==> config.mk <==
export PLATFORM = sky130hd
export DESIGN_NAME = ifu_fetch
export DESIGN_NICKNAME = d
export VERILOG_FILES = /design/src/rtl/ifu_fetch.sv
export SDC_FILE = /design/constraint.sdc
export NUM_CORES = 1
export LEC_CHECK = 0
export CORE_AREA = 10 10 143 145
export DETAILED_ROUTE_END_ITERATION = 12
export DIE_AREA = 0 0 153 155
export PLACE_DENSITY_LB_ADDON = 0.12
export SLEW_MARGIN = 20
export SYNTH_ARGS = -nofsm -noshare
export SYNTH_HDL_FRONTEND = slang
export SYNTH_SLANG_ARGS = --single-unit
==> constraint.sdc <==
create_clock -name clk -period 6.66 [get_ports clk]
set_clock_uncertainty 0.2 [all_clocks]
set_input_delay 1.665 -clock clk [delete_from_list [all_inputs] [get_ports clk]]
set_output_delay 1.665 -clock clk [all_outputs]
set_load 0.005 [all_outputs]
==> src/rtl/ifu_fetch.sv <==
// Instruction fetch unit: holds the PC, issues one imem read at a time
// and hands each fetched word to decode over a valid/ready handshake.
module ifu_fetch #(
  parameter int              XLEN     = 64,
  parameter logic [XLEN-1:0] RESET_PC = 64'h8000_0000
) (
  input  logic            clk,
  input  logic            rst,
  output logic            imem_req_valid,
  input  logic            imem_req_ready,
  output logic [XLEN-1:0] imem_req_addr,
  input  logic            imem_rsp_valid,
  input  logic [31:0]     imem_rsp_data,
  output logic            inst_valid,
  input  logic            inst_ready,
  output logic [31:0]     inst,
  output logic [XLEN-1:0] inst_pc,
  input  logic            redirect_valid,
  input  logic [XLEN-1:0] redirect_pc,
  input  logic            halt,
  output logic            halted
);

  typedef enum logic [2:0] {
    S_IDLE, S_REQ, S_WAIT, S_OUT, S_HALT
  } state_e;

  state_e          state_q, state_d;
  logic [XLEN-1:0] pc_q, pc_d;
  logic            drop_q, drop_d;
  logic            hp_q, hp_d;
  logic [31:0]     inst_q, inst_d;
  logic [XLEN-1:0] ipc_q, ipc_d;
  logic            iv_q, iv_d;
  logic            halted_q, halted_d;
  logic [XLEN-1:0] redir;
  logic            unused_lsb;

  assign redir      = {redirect_pc[XLEN-1:2], 2'b00};
  assign unused_lsb = ^redirect_pc[1:0];

  always_comb begin
    state_d  = state_q;
    pc_d     = pc_q;
    drop_d   = drop_q;
    hp_d     = hp_q;
    inst_d   = inst_q;
    ipc_d    = ipc_q;
    iv_d     = iv_q;
    halted_d = halted_q;
    unique case (state_q)
      S_IDLE: state_d = halt ? S_HALT : S_REQ;
      S_REQ: begin
        // An accepted request with halt still owes us a response.
        if (halt) begin
          if (imem_req_ready) begin
            hp_d    = 1'b1;
            state_d = S_WAIT;
          end else begin
            state_d = S_HALT;
          end
        end else begin
          if (redirect_valid) pc_d = redir;
          if (imem_req_ready) begin
            state_d = S_WAIT;
            drop_d  = redirect_valid;
          end
        end
      end
      S_WAIT: begin
        if (halt || hp_q) begin
          if (imem_rsp_valid) state_d = S_HALT;
          else hp_d = 1'b1;
        end else if (redirect_valid) begin
          pc_d = redir;
          if (imem_rsp_valid) begin
            drop_d  = 1'b0;
            state_d = S_REQ;
          end else begin
            drop_d = 1'b1;
          end
        end else if (imem_rsp_valid) begin
          drop_d = 1'b0;
          if (drop_q) begin
            state_d = S_REQ;
          end else begin
            inst_d  = imem_rsp_data;
            ipc_d   = pc_q;
            iv_d    = 1'b1;
            state_d = S_OUT;
          end
        end
      end
      S_OUT: begin
        if (halt) begin
          state_d = S_HALT;
        end else if (redirect_valid) begin
          iv_d    = 1'b0;
          pc_d    = redir;
          state_d = S_REQ;
        end else if (inst_ready) begin
          iv_d    = 1'b0;
          pc_d    = pc_q + XLEN'(4);
          state_d = S_REQ;
        end
      end
      S_HALT: state_d = S_HALT;
      default: state_d = S_IDLE;
    endcase
    if (state_d == S_HALT) begin
      iv_d     = 1'b0;
      halted_d = 1'b1;
      hp_d     = 1'b0;
      drop_d   = 1'b0;
    end
  end

  always_ff @(posedge clk or posedge rst) begin
    if (rst) begin
      state_q  <= S_IDLE;
      pc_q     <= RESET_PC;
      drop_q   <= 1'b0;
      hp_q     <= 1'b0;
      inst_q   <= '0;
      ipc_q    <= '0;
      iv_q     <= 1'b0;
      halted_q <= 1'b0;
    end else begin
      state_q  <= state_d;
      pc_q     <= pc_d;
      drop_q   <= drop_d;
      hp_q     <= hp_d;
      inst_q   <= inst_d;
      ipc_q    <= ipc_d;
      iv_q     <= iv_d;
      halted_q <= halted_d;
    end
  end

  assign imem_req_valid = (state_q == S_REQ);
  assign imem_req_addr  = pc_q;
  assign inst_valid     = iv_q;
  assign inst           = inst_q;
  assign inst_pc        = ipc_q;
  assign halted         = halted_q;

endmodule

# Word level (Yosys, flattened, before mapping)
# Index checks and enable logic that the tools add are counted.
# op_classes
n_shift	0
n_mul	0
n_lt_le_gt_ge	0
muxes	44
n_div	0
n_addsub	1
n_eq_ne	21
n_reduce_logical	10
bitwise	3
# ops
cell	count
two-way mux 64 bit	6
case mux 64 bit (3 select lines)	1
adder 64 x 3 -> 64 bit (second input constant)	1
two-way mux 3 bit	12
!= test 3 bit (second input constant)	8
two-way mux 1 bit	20
AND reduction 5 bit	4
case mux 3 bit (5 select lines)	1
nonzero test 3 bit	3
!= test 4 bit (second input constant)	2
AND reduction 7 bit	1
== test 3 x 2 -> 1 bit (second input constant)	2
== test 3 bit (second input constant)	2
!= test 2 bit (second input constant)	3
!= test 3 x 1 -> 1 bit (second input constant)	2
case mux 1 bit (2 select lines)	3
== test 3 x 1 -> 1 bit (second input constant)	1
logical NOT 3 bit	1
!= test 3 x 2 -> 1 bit (second input constant)	1
NOT 1 bit	3
two-way mux 2 bit	1
logical OR 1 bit	1
# word_totals
ramBits	0
reg_bits	167
memories	0
word_cells	87
rom_bits	0
latch_bits	0

# Depth between registers and ports, before layout
# Gate-level depths: netlist of the first run.
# depth
depth_word	8
ltp_mapped	9

# Worst setup path before layout of the first run
# No wires, ideal clock.
# synth_path
path_kind	input port to flip-flop
from	input redirect_valid
to	register pc_q[60], in the netlist imem_req_addr[60]
path_stages	7
setup_slack_ns	3.040
setup_time_ns	0.132
arrival_time_ns	3.289
path_cell_list	clkbuf_1 or4b_2 clkbuf_1 clkbuf_1 nand3_1 nand2_1 or3b_1
# synth_via
elab_chain_len	3
# synth_rtl
element	line_no	source
from (decl)	18	input logic redirect_valid,
two-way mux 64 bit, on equally long branches (2 in a row)	--	
case mux 64 bit (3 select lines)	51	unique case (state_q)
to (signal assigned)	130	pc_q <= pc_d;
to (decl)	29	logic [XLEN-1:0] pc_q, pc_d;
# Several ways; a longest one is shown, not always the timed one. The select of a mux whose other input is x is not followed.
# A chain may end at the register's enable or synchronous reset.

# Worst setup path after layout of the first run
# layout_path
from	input redirect_valid
to	register pc_q[25], in the netlist imem_req_addr[25]
# The elaborated chain is that of the path after synthesis.

==> metrics.cfg, run 1 <==
[synth]
synth-edff-count=0
syn-cell-area_um2=8133
synth.area.top_cells=dfrtp_1 50%, mux2_2 13%, a21oi_1 3.8%
yosys_warnings=0
ys.flop_type=dfrtp_1
synth_top_area_share_pct=49.85
avgSynthCellArea_um2=10.14
ys_seq_area_share_pct=50.17
yosysUniqueCellTypes=63
synth_largest_area_cell=dfrtp_1
ys_ff_latch=163
syn_inst=802
synth-async-reset-ratio_pct=100.0
synth_common_cells=162 x dfrtp_1, 92 x mux2_2, 62 x a21oi_1, 59 x nand2_1, 54 x nor2_1
synth_most_common_cell=dfrtp_1

[die]
num_io_pins=266
coreArea_um2=17660
start_util_pct=46.06
die_y_um=155
die_area_um2=23720
die_x_um=153
rows=49

[detailed_routing]
drt-total-wl_mm=26.36
routedWlPerCell_um=20.73
vias=7439
drc=0
viasPerCell=5.848
ant_nets=0
firstDrtPassIters=7
first_iter_violations=764

[finish]
drive_gt1_share_pct=14.19
diodes=0
area_delta_synth_final_pct=40.72
fin_nets=1134

[sta]
whs_ps=279.3
timing.slew.headroom_pct=34.47
rsz0062_at_grt=false
finalCriticalPeriod_ps=4235
drv_slew=0
max_clock_freq_mhz=236.1
finalHoldViolations=0
tns_ps=0
worstMarginPinSlew_ps=982.9
setup_viol=0
min_period_over_period_pct=63.59

[clocking]
hold_buffers=0
numCtsBuffers=17
clockRootBuffer=clkbuf_16
cts_tree=built
clockBufferDepth=2
clk_pin_slew_ps=70
postCtsSetupBuffers=0
clock_latency_ps=430
ctsHtreeMaxLevel=4
clock-sinks=163
cts-resized-gates=0

[global_route]
track_usage_pct=21.63
grt_pass1_vias=7242
antenna_found_initial=0
grt_overflow_total=0
grt_max_degree=107
grt_pass1_wl_mm=41.91

[worst_setup_path]
cpPeakStageDelay_ps=730
path_class=in -> reg
crit_fanout=42
cp_num_buf_inv=2
required_ps=6800
arrival_ps=4370
cpMaxStageDelayCell=or4b_2
startpoint_type=primary input
worstSetupEndpointType=flop
cp_top_family=simple AND/OR/NAND/NOR gates
path_cells=clkdlybuf4s50_1, or4b_2, buf_4, nor2_1, nand4_1, o31ai_1

[outcome]
status=complete, no violations

[flow_run]
cap_violations=0

[hold_path]
hold_class=reg -> reg

[placed_design]
hpwl_mm=18.51
gp_congestion=0.7916
portBuffers=259

[pwr]
pwr_density_cell_nw_per_um2=285.0
leakagePower_nw=4.896
irDropWorstVdd_mv=0.1863

[logic make-up after synthesis]
family	Yosys count	synth area share (%)
adders and majority gates	1	0.1538
AOI/OAI and AO/OA	193	14.89
other	1	0.04611
and+or+nand+nor	281	18.17
DFF	163	50.17
muxes	95	13.11
buffers and inverters	68	3.461
[path summary, 6_finish.rpt]
kind | from | end | slack (ps) | cells after the start
worst max-delay path | redirect_valid | imem_req_addr[25]$_DFFE_PP0P_ | 2420 | 6
worst max register to register | state_q[0]$_DFF_PP0_ | imem_req_addr[25]$_DFFE_PP0P_ | 3460 | 6
max in group asynchronous | rst | inst_pc[56]$_DFFE_PP0P_ | 3610 | 3
min in group asynchronous | rst | inst[5]$_DFFE_PP0P_ | 1630 | 2
worst min-delay path | halted$_DFFE_PP0P_ | halted$_DFFE_PP0P_ | 280 | 1
worst min register to register | halted$_DFFE_PP0P_ | halted$_DFFE_PP0P_ | 280 | 1
[sequential cells by signal (all words and copies together), names as in the netlist]
register	cells
drop_q	1
state_q	3
hp_q	1
halted	1
inst_pc	62
inst	32
imem_req_addr	62
inst_valid	1
[metrics by stage]
stage               area, um2  std cells  total power [mW]  setup slack, ps  util, %
global placement        10860       1240             2.269             2023    61.52
floorplan                8144        805             1.710            391.7        -
detailed placement      10860       1240             2.288             2024    61.52
global route            11440       1272             3.435             2208    64.82
CTS                     11440       1272             3.284             2457    64.82
finish                  11440       1272             3.261             2425    64.82
[final cells by class]
cell class	count	area [um2]
clock buffers	18	429.2
inverters	6	27.53
multi-input cells	574	3795
fillers	1500	6212
clock inverters	14	153.9
well taps	229	286.5
flip-flops and latches	163	4080
repair buffers	268	2673
[worst register-to-register path: stages (launching register included)]
cell and delay (ps):
dfrtp_1 600, inv_1 260, or4b_2 670, buf_4 310
nor2_1 600, nand4_1 210, o31ai_1 250
[routing by layer]
layer / global-route usage (%) / up-vias / share of wire (%)
met3: 7.582 / 6 / 9.3
met4: 4.178 / 0 / 0.29
met5: 0 / - / 0
met1: 27.99 / 3665 / 42
li1: - / 3440 / -
met2: 34.47 / 328 / 49
[report_power, final]
group / internal, mW / total (mW) / leakage [nW] / switching [mW]
Clock: 0.557 / 0.991 / 0.278 / 0.433
Combinational: 0.492 / 0.769 / 2.44 / 0.277
Sequential: 1.17 / 1.50 / 2.18 / 0.331
Total: 2.22 / 3.26 / 4.90 / 1.04
[placed cells by master, fill, tap and decap left out, drive strengths merged, types with 9 or more instances in the layout]
master and count:
o21ai 43, nand4 25, clkdlybuf4s50 259, clkbuf 18
o22ai 19, inv 10, nand2 59, buf 9
nor4 11, dfrtp 162, a2bb2oi 15, nand3 44
a31oi 9, a21oi 62, a311oi 11, and3 19
mux2 92, nor3 21, and2 12, nor2 55
Note: power is estimated with default switching activity, not from simulation.
==> inputs of run 2 (changes only) <==
==> constraint.sdc (replaced) <==
create_clock -name clk -period 3.98 [get_ports clk]
set_clock_uncertainty 0.2 [all_clocks]
set_input_delay 0.995 -clock clk [delete_from_list [all_inputs] [get_ports clk]]
set_output_delay 0.995 -clock clk [all_outputs]
set_load 0.005 [all_outputs]
==> metrics.cfg, run 2 (synthesis gave the netlist of run 1 again) <==
[detailed_routing]
routedWlPerCell_um=20.21  ; -2.5%
first_iter_violations=484  ; -37%
vias=7377  ; -0.83%
firstDrtPassIters=5  ; -2
drc=0  ; unchanged
viasPerCell=5.732  ; -2.0%
ant_nets=0  ; unchanged
drt-total-wl_mm=26.01  ; -1.3%

[hold_path]
whs_endpoint=inst_pc[10]$_DFFE_PP0P_
min_delay_path_depth=2  ; +1
hold_class=reg -> reg
hold_start=inst_pc[10]$_DFFE_PP0P_

[die]
start_util_pct=46.06  ; unchanged
coreArea_um2=17660  ; unchanged
die_x_um=153  ; unchanged
num_io_pins=266  ; unchanged
rows=49  ; unchanged
die_y_um=155  ; unchanged
die_area_um2=23720  ; unchanged

[flow_run]
cap_violations=0  ; unchanged

[outcome]
status=complete, no violations

[sta]
tns_ps=0  ; unchanged
setup_viol=0  ; unchanged
min_period_over_period_pct=79.70
worstMarginPinSlew_ps=844.9  ; -137.9 ps
max_clock_freq_mhz=315.3
timing.slew.headroom_pct=43.15  ; +8.7 points
rsz0062_at_grt=false
drv_slew=0  ; unchanged
finalCriticalPeriod_ps=3172
finalHoldViolations=0  ; unchanged

[finish]
drive_gt1_share_pct=15.31  ; +1.1 points
mostFrequentLayoutCell=clkdlybuf4s50_1
final_cell_mix=259 x clkdlybuf4s50_1, 162 x dfrtp_1, 92 x mux2_2
diodes=0  ; unchanged
design_area_um2=11590  ; +1.2%
n_fill_cell=1502  ; +0.13%
fin_nets=1150  ; +1.4%
area_delta_synth_final_pct=42.46
final_core_util_pct=65.62  ; +0.80 points

[pwr]
irDropWorstVdd_mv=0.3302  ; +77%
pwr_density_cell_nw_per_um2=461.2  ; +62%
leakagePower_nw=4.969  ; +1.5%

[clocking]
clock-sinks=163  ; unchanged
hold_buffers=0  ; unchanged
postCtsSetupBuffers=0  ; unchanged
clk_pin_slew_ps=70  ; about the same
cts_tree=built
cts-resized-gates=0  ; unchanged
ctsHtreeMaxLevel=4  ; unchanged
clockBufferDepth=2  ; unchanged
clock_latency_ps=430  ; about the same
clockRootBuffer=clkbuf_16
numCtsBuffers=17  ; unchanged

[worst_setup_path]
path_class=reg -> out
r2r_slack_ps=1180  ; -2280 ps
arrival_ps=1980  ; -2390 ps
required_ps=2780  ; -4020 ps
worstSetupEndpointType=primary output
startpoint_type=flop
rr_worst_depth=5  ; -1
crit_fanout=14  ; -67%
rr_startpoint=state_q[0]$_DFF_PP0_
r2r-end=imem_req_addr[52]$_DFFE_PP0P_

[global_route]
antenna_found_initial=1  ; +1
track_usage_pct=21.44  ; -0.18 points
grt_pass1_wl_mm=41.76  ; -0.36%
grt_max_degree=64  ; -40%
grt_overflow_total=0  ; unchanged
grt_pass1_vias=7156  ; -1.2%

[placed_design]
post_dp_cell_area_um2=11040  ; +1.7%
gp_congestion=0.8449  ; +6.7%
hpwl_mm=19.24  ; +3.9%
portBuffers=259  ; unchanged

run 2: changes by cell type in the layout (fill, tap and decap cells not counted), sizes merged:
cell / delta
buf: +16
inv: -3
clkbuf: +1
bufinv: -1
clkinvlp: +2
run 2: per-stage QoR:
step / hold slack [ps] / total power, mW / std cells / setup slack [ps]
finish: 281.9 / 5.344 / 1287 / 808.1
global route: 305.2 / 5.649 / 1287 / 631.1
CTS: 283.3 / 5.396 / 1287 / 805.5
detailed placement: 255.4 / 3.835 / 1256 / 451.6
global placement: 255.0 / 3.809 / 1256 / 494.7
floorplan: 256.8 / 2.862 / 805 / 715.0
run 2: worst max path at each step:
| stage | from | endpoint | slack, ps | depth (start not counted) |
|---|---|---|---|---|
| global placement | halt | imem_req_addr[52]$_DFFE_PP0P_ | 490 | 7 |
| CTS | state_q[0]$_DFF_PP0_ | imem_req_valid | 810 | 3 |
| floorplan | rst | drop_q$_DFFE_PP0P_ | 720 | 1 |
| detailed placement | halt | imem_req_addr[52]$_DFFE_PP0P_ | 450 | 7 |
| global route | state_q[0]$_DFF_PP0_ | imem_req_valid | 630 | 3 |
| finish | state_q[0]$_DFF_PP0_ | imem_req_valid | 810 | 3 |
run 2: report_power, final:
part	internal, mW	switching, mW
Combinational	0.831	0.463
Clock	0.859	0.685
Sequential	1.96	0.546
run 2: layer usage:
layer	vias up	wire [um]	track usage [%]
met4	2	271	5.177
li1	3478	-	-
met1	3575	11070	27.59
met2	296	12550	34.55
met5	-	18	0
met3	26	2102	6.617
run 2: area by class of cell:
class | instances | area [um2] | area share (%)
Clock buffer | 19 | 432.9 | 3.737
Clock inverter | 12 | 110.1 | 0.9503
Inverter | 6 | 26.28 | 0.2268
Multi-Input combinational cell | 574 | 3795 | 32.75
Sequential cell | 163 | 4080 | 35.22
Tap cell | 229 | 286.5 | 2.473
Timing Repair Buffer | 284 | 2855 | 24.64
run 2: critical path: stages (launching register included):
cell and delay [ps]:
dfrtp_1 580, inv_1 230, nor3_1 210, clkdlybuf4s50_1 530
